--- src/rtl/mem_arb_pkg.sv ---
// Shared definitions for the unified-memory port arbiter: FSM states,
// owner encoding and the latency counter width helper.
package mem_arb_pkg;

   typedef enum logic [2:0] {
      IDLE,
      ISSUE,
      WAIT,
      CAPT,
      RESP
   } state_t;

   localparam logic OWN_CORE = 1'b0;
   localparam logic OWN_LDR  = 1'b1;

   // Width of the WAIT-state counter; at least one bit so MEM_LAT = 1 still elaborates.
   function automatic int lat_cnt_w(input int lat);
      return (lat > 1) ? $clog2(lat) : 1;
   endfunction

endpackage

--- src/rtl/mem_port_arbiter.sv ---
// Arbiter sharing the single-port instruction/data memory between the core
// (port A) and the program loader / debug port (port B). One transaction is in
// flight at a time; all memory-side and requester-side outputs are registered.
module mem_port_arbiter
   import mem_arb_pkg::*;
#(
   parameter int ADDR_W   = 32,
   parameter int DATA_W   = 32,
   parameter int MEM_LAT  = 1,
   parameter int LDR_PRIO = 0
) (
   input  logic              clk,
   input  logic              reset,
   input  logic              core_req,
   input  logic              core_we,
   input  logic [ADDR_W-1:0] core_addr,
   input  logic [DATA_W-1:0] core_wdata,
   output logic [DATA_W-1:0] core_rdata,
   output logic              core_ready,
   input  logic              ldr_req,
   input  logic              ldr_we,
   input  logic [ADDR_W-1:0] ldr_addr,
   input  logic [DATA_W-1:0] ldr_wdata,
   output logic [DATA_W-1:0] ldr_rdata,
   output logic              ldr_ready,
   output logic              mem_en,
   output logic              mem_we,
   output logic [ADDR_W-1:0] mem_addr,
   output logic [DATA_W-1:0] mem_wdata,
   input  logic [DATA_W-1:0] mem_rdata,
   output logic              busy,
   output logic              grant_id
);

   if (MEM_LAT < 1 || MEM_LAT > 8) begin : g_lat_range
      $error("mem_port_arbiter: MEM_LAT must be in 1..8");
   end

   localparam int               CNT_W    = lat_cnt_w(MEM_LAT);
   localparam logic [CNT_W-1:0] CNT_INIT = CNT_W'((MEM_LAT > 1) ? MEM_LAT - 2 : 0);

   state_t           state;
   logic             last_grant;
   logic             lat_we;
   logic [CNT_W-1:0] cnt;
   logic             pick;

   // Owner selection for the IDLE cycle: round-robin on a tie, or loader first when LDR_PRIO is set.
   always_comb begin
      pick = OWN_CORE;
      if (core_req && ldr_req) begin
         pick = (LDR_PRIO != 0) ? OWN_LDR : ~last_grant;
      end else if (ldr_req) begin
         pick = OWN_LDR;
      end
   end

   // Transaction FSM: grant, issue, wait out the memory latency, capture read data, pulse ready.
   always_ff @(posedge clk or posedge reset) begin
      if (reset) begin
         state      <= IDLE;
         last_grant <= OWN_LDR;
         lat_we     <= 1'b0;
         cnt        <= '0;
         mem_en     <= 1'b0;
         mem_we     <= 1'b0;
         mem_addr   <= '0;
         mem_wdata  <= '0;
         core_rdata <= '0;
         ldr_rdata  <= '0;
         core_ready <= 1'b0;
         ldr_ready  <= 1'b0;
         busy       <= 1'b0;
         grant_id   <= OWN_CORE;
      end else begin
         core_ready <= 1'b0;
         ldr_ready  <= 1'b0;
         case (state)
            IDLE: begin
               if (core_req || ldr_req) begin
                  state      <= ISSUE;
                  busy       <= 1'b1;
                  grant_id   <= pick;
                  last_grant <= pick;
                  mem_en     <= 1'b1;
                  if (pick == OWN_LDR) begin
                     lat_we    <= ldr_we;
                     mem_we    <= ldr_we;
                     mem_addr  <= ldr_addr;
                     mem_wdata <= ldr_wdata;
                  end else begin
                     lat_we    <= core_we;
                     mem_we    <= core_we;
                     mem_addr  <= core_addr;
                     mem_wdata <= core_wdata;
                  end
               end
            end
            ISSUE: begin
               mem_en <= 1'b0;
               mem_we <= 1'b0;
               if (MEM_LAT == 1) begin
                  state <= CAPT;
               end else begin
                  cnt   <= CNT_INIT;
                  state <= WAIT;
               end
            end
            WAIT: begin
               if (cnt == '0) begin
                  state <= CAPT;
               end else begin
                  cnt <= cnt - CNT_W'(1);
               end
            end
            CAPT: begin
               if (!lat_we) begin
                  if (grant_id == OWN_LDR) begin
                     ldr_rdata <= mem_rdata;
                  end else begin
                     core_rdata <= mem_rdata;
                  end
               end
               if (grant_id == OWN_LDR) begin
                  ldr_ready <= 1'b1;
               end else begin
                  core_ready <= 1'b1;
               end
               state <= RESP;
            end
            RESP: begin
               busy  <= 1'b0;
               state <= IDLE;
            end
            default: begin
               state <= IDLE;
            end
         endcase
      end
   end

endmodule

--- config.mk ---
export PLATFORM = sky130hd
export DESIGN_NAME = mem_port_arbiter
export DESIGN_NICKNAME = d
export VERILOG_FILES = /design/src/rtl/mem_arb_pkg.sv /design/src/rtl/mem_port_arbiter.sv
export SDC_FILE = /design/constraint.sdc
export NUM_CORES = 1
export LEC_CHECK = 0
export BUFFER_PORTS_ARGS = -buffer_cell sky130_fd_sc_hd__buf_2
export CELL_PAD_IN_SITES_DETAIL_PLACEMENT = 1
export CELL_PAD_IN_SITES_GLOBAL_PLACEMENT = 2
export CORE_MARGIN = 2
export CORE_UTILIZATION = 26
export DETAILED_ROUTE_END_ITERATION = 8
export GPL_TIMING_DRIVEN = 0
export PLACE_DENSITY = 0.77
export SYNTH_ARGS = -nofsm -noshare
export SYNTH_HDL_FRONTEND = slang
export SYNTH_SLANG_ARGS = --single-unit
--- constraint.sdc ---
create_clock -name clk -period 4.22 [get_ports clk]
set_input_delay 0.844 -clock clk [delete_from_list [all_inputs] [get_ports clk]]
set_output_delay 0.844 -clock clk [all_outputs]
set_load 0.05 [all_outputs]
==> impl_metrics.tcl, run 1 <==
set metrics [dict create \
    topRoutingLayerUsed "met4" \
    met2_length_um 7920 \
    synth_edf_count 0 \
    ctsResizeCount 0 \
    synthMostInstantiatedCell "mux2_2" \
    ys_async_sr_fraction_pct 100 \
    startpoint_type "input port" \
    cts_buffer_depth 2 \
    max_freq_mhz 461 \
    largest_cells_by_area_after_synthesis "dfrtp_1, mux2_2, mux2_1" \
    cts_tree "yes" \
    number_of_antenna_violations_at_the_first_check_in_global_routing 0 \
    grt_pass1_vias 4776 \
    grt_max_degree 41 \
    postRouteWirelength_um 16800 \
    worstSetupEndpointType "flip-flop" \
    met3WireLength_um 1840 \
    max-cap-violations 0 \
    cts_setup_buffers 0 \
    critPathSlowestCell "mux2_2" \
    worstRegToRegCells 5 \
    path_common_cell "buf_2" \
    fill_cells 2504 \
    post_synth_inst_count 382 \
    fp.dieArea_mm2 0.0243 \
    tns_ns 0 \
    ys.flop_type "dfrtp_1" \
    layout-drive-gt1-share_pct 76.4 \
    grt_pass1_wl_um 26100 \
    cp-endpoint "mem_addr[8]$_DFFE_PP0P_" \
    ff2ff_setup_slack_ns 2.23 \
    multi_input_comb_area_mm2 0.00236 \
    cp_data_arrival_time_ns 2.47 \
    synth.top_cells.by_count "mux2_2, dfrtp_1, buf_2" \
    timing.setup.critical_path_class "in -> reg" \
    status "finished clean" \
    wl_per_cell_um 16.8 \
    drcViolationCount 0 \
    netlist.top_cell.by_area "dfrtp_1" \
    insertion_delay_ns 0.41 \
    post-dp-hpwl_um 12900 \
    fin_crit_ns 2.17 \
    detail_routed_via_count_per_cell 4.30 \
    worst_setup_path_startpoint "core_req" \
    route.layer.met1.wl_um 6880 \
    die_y_um 156 \
    warning_count_from_the_yosys_run 0 \
    numClockSinks 139 \
    timing.final.crit_share_pct 51.4 \
    synth.distinct_cells 25 \
    hold_viol_final 0 \
    synth.avg_cell_area_um2 15.7 \
    route.antenna.remaining_nets 0 \
    antenna_cells 0 \
    finalMaxSlewViolations 0 \
    cts_buffers 17 \
    reg2reg_to "mem_addr[8]$_DFFE_PP0P_" \
    setup_violations_final 0 \
    sequential_area_share_after_synthesis_pct 58.0 \
    core_region_area_mm2 0.0226 \
    hold_path.class "reg -> reg" \
    r2r_start "last_grant$_DFFE_PP1P_" \
    io-pin-count 300 \
    die_width_um 156 \
    cp_cell_sequence "buf_2 > a21boi_2 > buf_2 > buf_2 > mux2_2 > mux2_2" \
    timing.slew.headroom_pct 47.6 \
    fin_worst_skew_ns 0.0111 \
    regArea_mm2 0.00348 \
    rsz0062_at_grt "no" \
    gp_congestion 0.688 \
    h-tree-depth 4 \
    worst-slew-pin-transition_ns 0.784 \
    cp_max_fo 10 \
    top_cell_type_s_share_of_synthesized_area_pct 57.6 \
    synth-seq-cells 139 \
    num_rows 55 \
    postSynthNetCount 548 \
    mappedNetlistArea_mm2 0.00600 \
    dr_total_vias 4303 \
    initialDrtViolationCount 105 \
    drt-pass1-iter-count 4 \
    grtUsageTotal_pct 14.0 \
    worst_setup_hold_path_clk_slew_ns 0.06 \
    area_delta_synth_final_pct 42.4 \
    cts_hold_repair.buffers 0 \
    critPathRequiredTime_ns 4.52 \
    grt_remaining_overflow 0 \
    initial_utilization_pct 26.5 \
    timing.critical_path.slowest_cell_delay_ns 0.37 \
    io_buffer_count 299 \
    design.final.nets 869 \
    cts_root_buf "clkbuf_16" \
]
[cell usage in the layout, fill, tap and decap left out, types with 2 or more instances in the layout]
| cell type | netlist | routed |
|---|---|---|
| inv_6 | 0 | 4 |
| inv_8 | 0 | 2 |
| mux2i_1 | 2 | 2 |
| buf_1 | 3 | 3 |
| mux2_2 | 187 | 187 |
| clkinv_4 | 0 | 2 |
| mux2_1 | 7 | 7 |
| buf_12 | 0 | 3 |
| buf_2 | 14 | 313 |
| clkinvlp_4 | 0 | 3 |
| clkbuf_16 | 0 | 17 |
| dfrtp_1 | 138 | 138 |
| inv_1 | 4 | 3 |
| bufinv_16 | 0 | 3 |
| buf_4 | 3 | 3 |
| buf_6 | 3 | 3 |
| nor2_1 | 5 | 5 |
| a21o_1 | 2 | 2 |
[through the flow]
step | setup slack, ns | util, % | hold slack (ns) | instances | instance area [µm²]
CTS | 2.02 | 37.7 | 0.486 | 1001 | 8540
floorplan | 1.64 | - | 0.528 | 382 | 6000
global route | 1.94 | 37.7 | 0.504 | 1001 | 8540
finish | 2.05 | 37.7 | 0.483 | 1001 | 8540
detailed placement | 1.57 | 34.9 | 0.469 | 969 | 7910
global placement | 0.596 | 34.7 | 0.460 | 966 | 7850
[cells by family (layout without fill, tap and decap cells)]
family                 after synthesis  after routing  synth area share, %
AO/OA/AOI/OAI                        7              7                 1.00
XOR/XNOR                             1              1                0.146
buffers and inverters               27            361                 2.55
flip-flops                         139            139                 58.0
multiplexers                       196            196                 36.8
AND/OR/NAND/NOR                     12             12                 1.50
[flip-flops by register name, summed over array words and instances, names as in the netlist]
register    flops
busy            1
mem_en          1
core_rdata     32
mem_addr       32
grant_id        1
mem_we          1
lat_we          1
core_ready      1
ldr_rdata      32
ldr_ready       1
last_grant      1
state           3
mem_wdata      32
[critical path, delay by kind of cell]
family | cells | cell delay [ns]
buf+inv | 3 | 0.74
mux | 2 | 0.63
compound gates | 1 | 0.24
[cell type report]
type                            count  share of cell area, %
Buffer                             23                   1.61
Clock buffer                       18                   5.14
Clock inverter                     14                   2.17
Inverter                            4                  0.220
Multi-Input combinational cell    216                   27.7
Sequential cell                   139                   40.8
Tap cell                          285                   4.18
Timing Repair Buffer              302                   18.2
[how the worst min path moves through the flow]
stage                                     startpoint                    endpoint  slack (ns)  cells after the start
after floorplan                   lat_we$_DFFE_PP0P_          lat_we$_DFFE_PP0P_        0.53                      2
after global placement              busy$_DFFE_PP0P_            busy$_DFFE_PP0P_        0.46                      1
after detailed placement  core_rdata[19]$_DFFE_PP0P_  core_rdata[19]$_DFFE_PP0P_        0.47                      1
after CTS                           busy$_DFFE_PP0P_            busy$_DFFE_PP0P_        0.49                      1
after global routing      core_rdata[19]$_DFFE_PP0P_  core_rdata[19]$_DFFE_PP0P_        0.50                      1
final                      mem_wdata[17]$_DFFE_PP0P_   mem_wdata[17]$_DFFE_PP0P_        0.48                      1
[per-layer routing]
metal	GRT usage [%]	vias to the layer above
met5	0	-
met4	4.46	0
met3	5.75	11
met2	23.3	206
met1	16.4	2075
li1	-	2011
Power of run 1 is not shown: default switching activity piles up to over one toggle a cycle in this logic, so the estimate is an artifact.
==> run 2, diff against run 1 <==
--- a/config.mk
+++ b/config.mk
@@ -5,14 +5,15 @@
 export SDC_FILE = /design/constraint.sdc
 export NUM_CORES = 1
 export LEC_CHECK = 0
+export ABC_AREA = 1
 export BUFFER_PORTS_ARGS = -buffer_cell sky130_fd_sc_hd__buf_2
 export CELL_PAD_IN_SITES_DETAIL_PLACEMENT = 1
 export CELL_PAD_IN_SITES_GLOBAL_PLACEMENT = 2
 export CORE_MARGIN = 2
-export CORE_UTILIZATION = 26
+export CORE_UTILIZATION = 24
 export DETAILED_ROUTE_END_ITERATION = 8
 export GPL_TIMING_DRIVEN = 0
-export PLACE_DENSITY = 0.77
+export PLACE_DENSITY = 0.8
 export SYNTH_ARGS = -nofsm -noshare
 export SYNTH_HDL_FRONTEND = slang
 export SYNTH_SLANG_ARGS = --single-unit
==> constraint.sdc (replaced) <==
create_clock -name clk -period 2.2 [get_ports clk]
set_input_delay 0.44 -clock clk [delete_from_list [all_inputs] [get_ports clk]]
set_output_delay 0.44 -clock clk [all_outputs]
set_load 0.05 [all_outputs]
==> run 2 against run 1 <==
First-iteration DRC count increased to 2.6 times the previous value; synthesized cell count increased by 100%; via count increased by 45%; die area increased by 11%; area after synthesis increased by 2.4%; global-route usage increased by 3.5 points; routed wire length increased by 36%; final cell count increased by 44%; worst setup slack got worse by 1.6 ns.
==> impl_metrics.tcl, run 2 <==
set metrics [dict create \
    setup_violations_final 0 \
    wl_per_cell_um 15.9 \
    warning_count_from_the_yosys_run 0 \
    ys_async_sr_fraction_pct 100 \
    initialDrtViolationCount 277 \
    netlist.top_cell.by_area "dfrtp_1" \
    max_freq_mhz 585 \
    fin_crit_ns 1.71 \
    post-dp-hpwl_um 17800 \
    regArea_mm2 0.00348 \
    critPathRequiredTime_ns 2.56 \
    detail_routed_via_count_per_cell 4.32 \
    hold_path.class "in -> async" \
    worst-slew-pin-transition_ns 0.617 \
    fill_cells 3186 \
    cts_buffers 17 \
    synth_edf_count 0 \
    status "finished clean" \
    vdd_ir_drop_max_v 0.000685 \
    grt_pass1_wl_um 35800 \
    largest_cells_by_area_after_synthesis "dfrtp_1, nand2_1, nand3_1" \
    synth.top_cells.by_count "nand2_1, dfrtp_1, nand3_1" \
    worstRegToRegCells 8 \
    die_y_um 164 \
    p_comb_share_pct 53.6 \
    finalMaxSlewViolations 0 \
    most-common-layout-cells "nand2_1, buf_2, dfrtp_1" \
    synth.distinct_cells 19 \
    drcViolationCount 0 \
    cp_max_fo 10 \
    layout-drive-gt1-share_pct 33.5 \
    fin_worst_skew_ns 0.0136 \
    numClockSinks 139 \
    cts_buffer_depth 2 \
    max-cap-violations 0 \
    io_buffer_count 299 \
    worstSetupEndpointType "flip-flop" \
    ctsResizeCount 0 \
    path_common_cell "nand2_1" \
    mappedNetlistArea_mm2 0.00614 \
    layout_commonest_cell "nand2_1" \
    grtUsageMet1_pct 21.4 \
    p_switching_uw 8600 \
    final_cells 1440 \
    initial_utilization_pct 24.4 \
    gp_congestion 0.776 \
    synth.avg_cell_area_um2 7.93 \
    insertion_delay_ns 0.42 \
    groute.layer.met2.usage_pct 29.6 \
    cts_tree "yes" \
    startpoint_type "flip-flop" \
    postRouteWirelength_um 23000 \
    final_critical_path_setup_slack_ns 0.490 \
    pwr-share-clk_pct 18.3 \
    fp.dieArea_mm2 0.0269 \
    io-pin-count 300 \
    tns_ns 0 \
    critPathSlowestCell "dfstp_2" \
    core_region_area_mm2 0.0251 \
    timing.setup.critical_path_class "reg -> reg" \
    drt-pass1-iter-count 4 \
    hold_viol_final 0 \
    timing.critical_path.slowest_cell_delay_ns 0.53 \
    sequential_area_share_after_synthesis_pct 56.7 \
    area_delta_synth_final_pct 42.5 \
    intPower_uw 7290 \
    reg2reg_to "mem_addr[2]$_DFFE_PP0P_" \
    num_rows 58 \
    top_cell_type_s_share_of_synthesized_area_pct 56.3 \
    worst_setup_hold_path_clk_slew_ns 0.07 \
    power-per-cell-area_mw_per_mm2 1820 \
    synthMostInstantiatedCell "nand2_1" \
    synth-seq-cells 139 \
    cp_cell_sequence "nand2_1 > nand2_1 > buf_2 > buf_2 > nand2_1 > nand2_1 > nand2_1 > nand2_1" \
    dp.cells 1407 \
    cts_root_buf "clkbuf_16" \
    route.antenna.remaining_nets 0 \
    cts_hold_repair.buffers 0 \
    number_of_antenna_violations_at_the_first_check_in_global_routing 1 \
    post_synth_inst_count 774 \
    h-tree-depth 4 \
    die_width_um 164 \
    grt_remaining_overflow 0 \
    p_leak_uw 0.00511 \
    timing.final.crit_share_pct 77.7 \
    grt-busiest-layer "met2" \
    dr_total_vias 6226 \
    r2r_start "last_grant$_DFFE_PP1P_" \
    cts_setup_buffers 0 \
    ff2ff_setup_slack_ns 0.49 \
    multi_input_comb_area_mm2 0.00226 \
    design.final.nets 1262 \
    power.switching_fraction_pct 54.1 \
    seqPwrFrac_pct 28.1 \
    timing.slew.headroom_pct 58.8 \
    grtUsageTotal_pct 17.4 \
    place_ws_ns 0.433 \
    grt_max_degree 39 \
    cp_data_arrival_time_ns 2.07 \
    rsz0062_at_grt "no" \
    postSynthNetCount 940 \
    globalRouteMet3Util_pct 5.03 \
    ys.flop_type "dfrtp_1" \
    grt_pass1_vias 6498 \
]
run 2: logic make-up (layout without fill, tap and decap cells):
logic type	after synthesis	after routing	synth area share, %
simple gates	481	481	31.3
flops	139	139	56.7
buf+inv	87	422	6.52
compound gates	67	67	5.48
other cells	0	1	0
run 2: cell type report:
| type | count | share of cell area (%) |
|---|---|---|
| clock buffer | 17 | 4.87 |
| antenna | 1 | 0.0286 |
| inverter | 40 | 1.76 |
| timing repair buffer | 303 | 18.1 |
| clock inverter | 15 | 2.03 |
| tap | 330 | 4.72 |
| sequential | 139 | 39.8 |
| multi-input combinational | 548 | 25.8 |
| buffer | 47 | 2.86 |
run 2: worst max-delay path by stage:
stage / start / endpoint / slack, ns
final: last_grant$_DFFE_PP1P_ / mem_addr[2]$_DFFE_PP0P_ / 0.49
after global routing: last_grant$_DFFE_PP1P_ / mem_addr[2]$_DFFE_PP0P_ / 0.33
after CTS: last_grant$_DFFE_PP1P_ / mem_addr[2]$_DFFE_PP0P_ / 0.43
after detailed placement: core_req / mem_addr[2]$_DFFE_PP0P_ / 0.43
after global placement: reset / mem_wdata[29]$_DFFE_PP0P_ / -1.10
after floorplan: reset / busy$_DFFE_PP0P_ / 0.03
run 2: critical path: cells and delay by family, from the launching register on:
kind,cells,cell delay [ns]
buffers and inverters,2,0.60
DFF,1,0.53
and+or+nand+nor,6,0.50
run 2: layer usage:
metal / vias up / routed length (µm)
li1: 3055 / -
met1: 2955 / 9820
met2: 194 / 11200
met3: 22 / 1630
met4: 0 / 356
met5: - / 0
run 2: stage by stage:
step / total power (µW) / util [%] / instance area, µm² / hold slack [ns]
after floorplan: 10700 / - / 6140 / 0.468
after global placement: 13000 / 32.1 / 8050 / 0.451
after detailed placement: 13100 / 32.4 / 8140 / 0.464
after CTS: 16200 / 34.8 / 8740 / 0.0429
after global routing: 16900 / 34.8 / 8740 / 0.0511
final: 15900 / 34.8 / 8740 / 0.0481
run 2: power by group through the flow:
stage,Clock (µW),Sequential [µW],Combinational [µW]
after CTS,3020,4480,8650
final,2910,4470,8510
after global placement,0,4470,8500
after global routing,3140,4630,9170
after detailed placement,0,4500,8640
after floorplan,0,8520,2140
Power figures use the tool's default switching activity.
==> run 3, diff against run 2 <==
--- a/config.mk
+++ b/config.mk
@@ -5,15 +5,15 @@
 export SDC_FILE = /design/constraint.sdc
 export NUM_CORES = 1
 export LEC_CHECK = 0
-export ABC_AREA = 1
+export ABC_AREA = 0
 export BUFFER_PORTS_ARGS = -buffer_cell sky130_fd_sc_hd__buf_2
 export CELL_PAD_IN_SITES_DETAIL_PLACEMENT = 1
 export CELL_PAD_IN_SITES_GLOBAL_PLACEMENT = 2
 export CORE_MARGIN = 2
-export CORE_UTILIZATION = 24
+export CORE_UTILIZATION = 29
 export DETAILED_ROUTE_END_ITERATION = 8
 export GPL_TIMING_DRIVEN = 0
-export PLACE_DENSITY = 0.8
+export PLACE_DENSITY = 0.82
 export SYNTH_ARGS = -nofsm -noshare
 export SYNTH_HDL_FRONTEND = slang
 export SYNTH_SLANG_ARGS = --single-unit
==> constraint.sdc (replaced) <==
create_clock -name clk -period 1.8 [get_ports clk]
set_input_delay 0.36 -clock clk [delete_from_list [all_inputs] [get_ports clk]]
set_output_delay 0.36 -clock clk [all_outputs]
set_load 0.05 [all_outputs]
==> run 3 against run 2 <==
Count of clock-buffer cells in the layout is 1 higher; die area is 19% lower; fmax is 0.45% higher; non-clock buffer count is 24 lower; final cell count is 31% lower; routed wire length is 26% lower; via count is 29% lower; register-to-register slack worse by 0.39 ns; first-iteration DRC count is 70% lower.
==> impl_metrics.tcl, run 3 (synthesis results as in run 1) <==
set metrics [dict create \
    status "finished clean" \
    finalMaxSlewViolations 0 \
    fin_crit_ns 1.70 \
    timing.slew.headroom_pct 51.5 \
    r2r_start "state[2]$_DFFE_PP0P_" \
    wl_per_cell_um 17.1 \
    cp_data_arrival_time_ns 1.99 \
    die_y_um 148 \
    io-pin-count 300 \
    grt_pass1_vias 4897 \
    final_cells 988 \
    ff2ff_setup_slack_ns 0.1 \
    grt_max_degree 42 \
    startpoint_type "flip-flop" \
    hold_viol_final 0 \
    cts_hold_repair.buffers 0 \
    timing.final.crit_share_pct 94.6 \
    cp_max_fo 10 \
    grtUsageTotal_pct 15.8 \
    number_of_antenna_violations_at_the_first_check_in_global_routing 1 \
    layout-drive-gt1-share_pct 76.8 \
    dr_total_vias 4396 \
    drcViolationCount 0 \
    post-dp-hpwl_um 13300 \
    fin_worst_hold_slack_ns 0.0723 \
    grt_pass1_wl_um 26800 \
    num_rows 52 \
    worst_setup_hold_path_clk_slew_ns 0.06 \
    core_region_area_mm2 0.0202 \
    timing.setup.critical_path_class "reg -> reg" \
    worstSetupEndpointType "flip-flop" \
    layout_commonest_cell "buf_2" \
    hold_path.class "in -> async" \
    critPathRequiredTime_ns 2.09 \
    insertion_delay_ns 0.41 \
    max_freq_mhz 587 \
    initial_utilization_pct 29.6 \
    numClockSinks 139 \
    place_ws_ns -0.330 \
    setup_violations_final 0 \
    gp_congestion 0.769 \
    stdcell_area_mm2 0.00853 \
    worst-slew-pin-transition_ns 0.726 \
    h-tree-depth 4 \
    most-common-layout-cells "buf_2, mux2_2, dfrtp_1" \
    cts_root_buf "clkbuf_16" \
    grt_remaining_overflow 0 \
    final_critical_path_setup_slack_ns 0.0977 \
    initialDrtViolationCount 82 \
    route.antenna.remaining_nets 0 \
    design.final.nets 870 \
    die_width_um 148 \
    area_delta_synth_final_pct 42.3 \
    fin_worst_skew_ns 0.00739 \
    cts_buffer_depth 2 \
    placed_standard_cell_area_mm2 0.00789 \
    drt-pass1-iter-count 4 \
    io_buffer_count 299 \
    detail_routed_via_count_per_cell 4.45 \
    postRouteWirelength_um 16900 \
    worstRegToRegCells 5 \
    reg2reg_to "core_rdata[8]$_DFFE_PP0P_" \
    max-cap-violations 0 \
    fp.dieArea_mm2 0.0218 \
    cts_tree "yes" \
    dp.cells 954 \
    cts_buffers 17 \
]
run 3: changes by cell type in the layout (fill, tap and decap cells not counted), moves of 19 or more:
cell / change
nand2_1: -403
mux2_2: +187
nand3_1: -67
o21ai_0: -47
inv_1: -35
o21ai_1: -19
run 3: area by class of cell:
| class | count | area [µm²] |
|---|---|---|
| Antenna cell | 2 | 5.00 |
| Inverter | 4 | 18.8 |
| Tap cell | 270 | 338 |
| Fill cell | 2203 | 11700 |
| Multi-Input combinational cell | 216 | 2380 |
| Buffer | 22 | 173 |
| Clock buffer | 18 | 429 |
| Sequential cell | 139 | 3480 |
| Timing Repair Buffer | 304 | 1570 |
| Clock inverter | 13 | 135 |
run 3: metal layers:
| layer | vias up | track usage, % | wire length [µm] |
|---|---|---|---|
| li1 | 2011 | - | - |
| met1 | 2155 | 17.9 | 6400 |
| met2 | 219 | 26.3 | 8300 |
| met3 | 11 | 7.99 | 2050 |
| met4 | 0 | 4.57 | 160 |
| met5 | - | 0 | 0 |
run 3: metrics by stage:
step	TNS [ns]	utilization [%]
global placement	-166.67	38.7
global route	-0.00224	42.1
detailed placement	-17.55	39.0
CTS	0	42.0
finish	0	42.2
floorplan	-40.61	-
run 3: worst max-delay path by stage:
stage                               from  cells past startpoint                   endpoint  slack [ns]
floorplan                          reset                      1           busy$_DFFE_PP0P_       -0.29
global placement                   reset                      2  core_rdata[1]$_DFFE_PP0P_       -1.12
detailed placement              core_req                      5   mem_wdata[0]$_DFFE_PP0P_       -0.33
CTS                 state[2]$_DFFE_PP0P_                      5  core_rdata[8]$_DFFE_PP0P_       0.005
global route        state[2]$_DFFE_PP0P_                      6  ldr_rdata[22]$_DFFE_PP0P_      -0.002
finish              state[2]$_DFFE_PP0P_                      5  core_rdata[8]$_DFFE_PP0P_         0.1
run 3: repair_timing:
item,CTS,global route
pin swaps,1,1
setup buffers,2,0
endpoints found under the setup margin,98,89
gates resized for setup,12,14
run 3: critical path: stages, from the launching register on:
cell and delay [ns]:
dfrtp_1 0.35, buf_2 0.17, nand3b_4 0.20, nor3_4 0.23, buf_4 0.27, mux2_2 0.36
Power of run 3 is left out for the same reason.
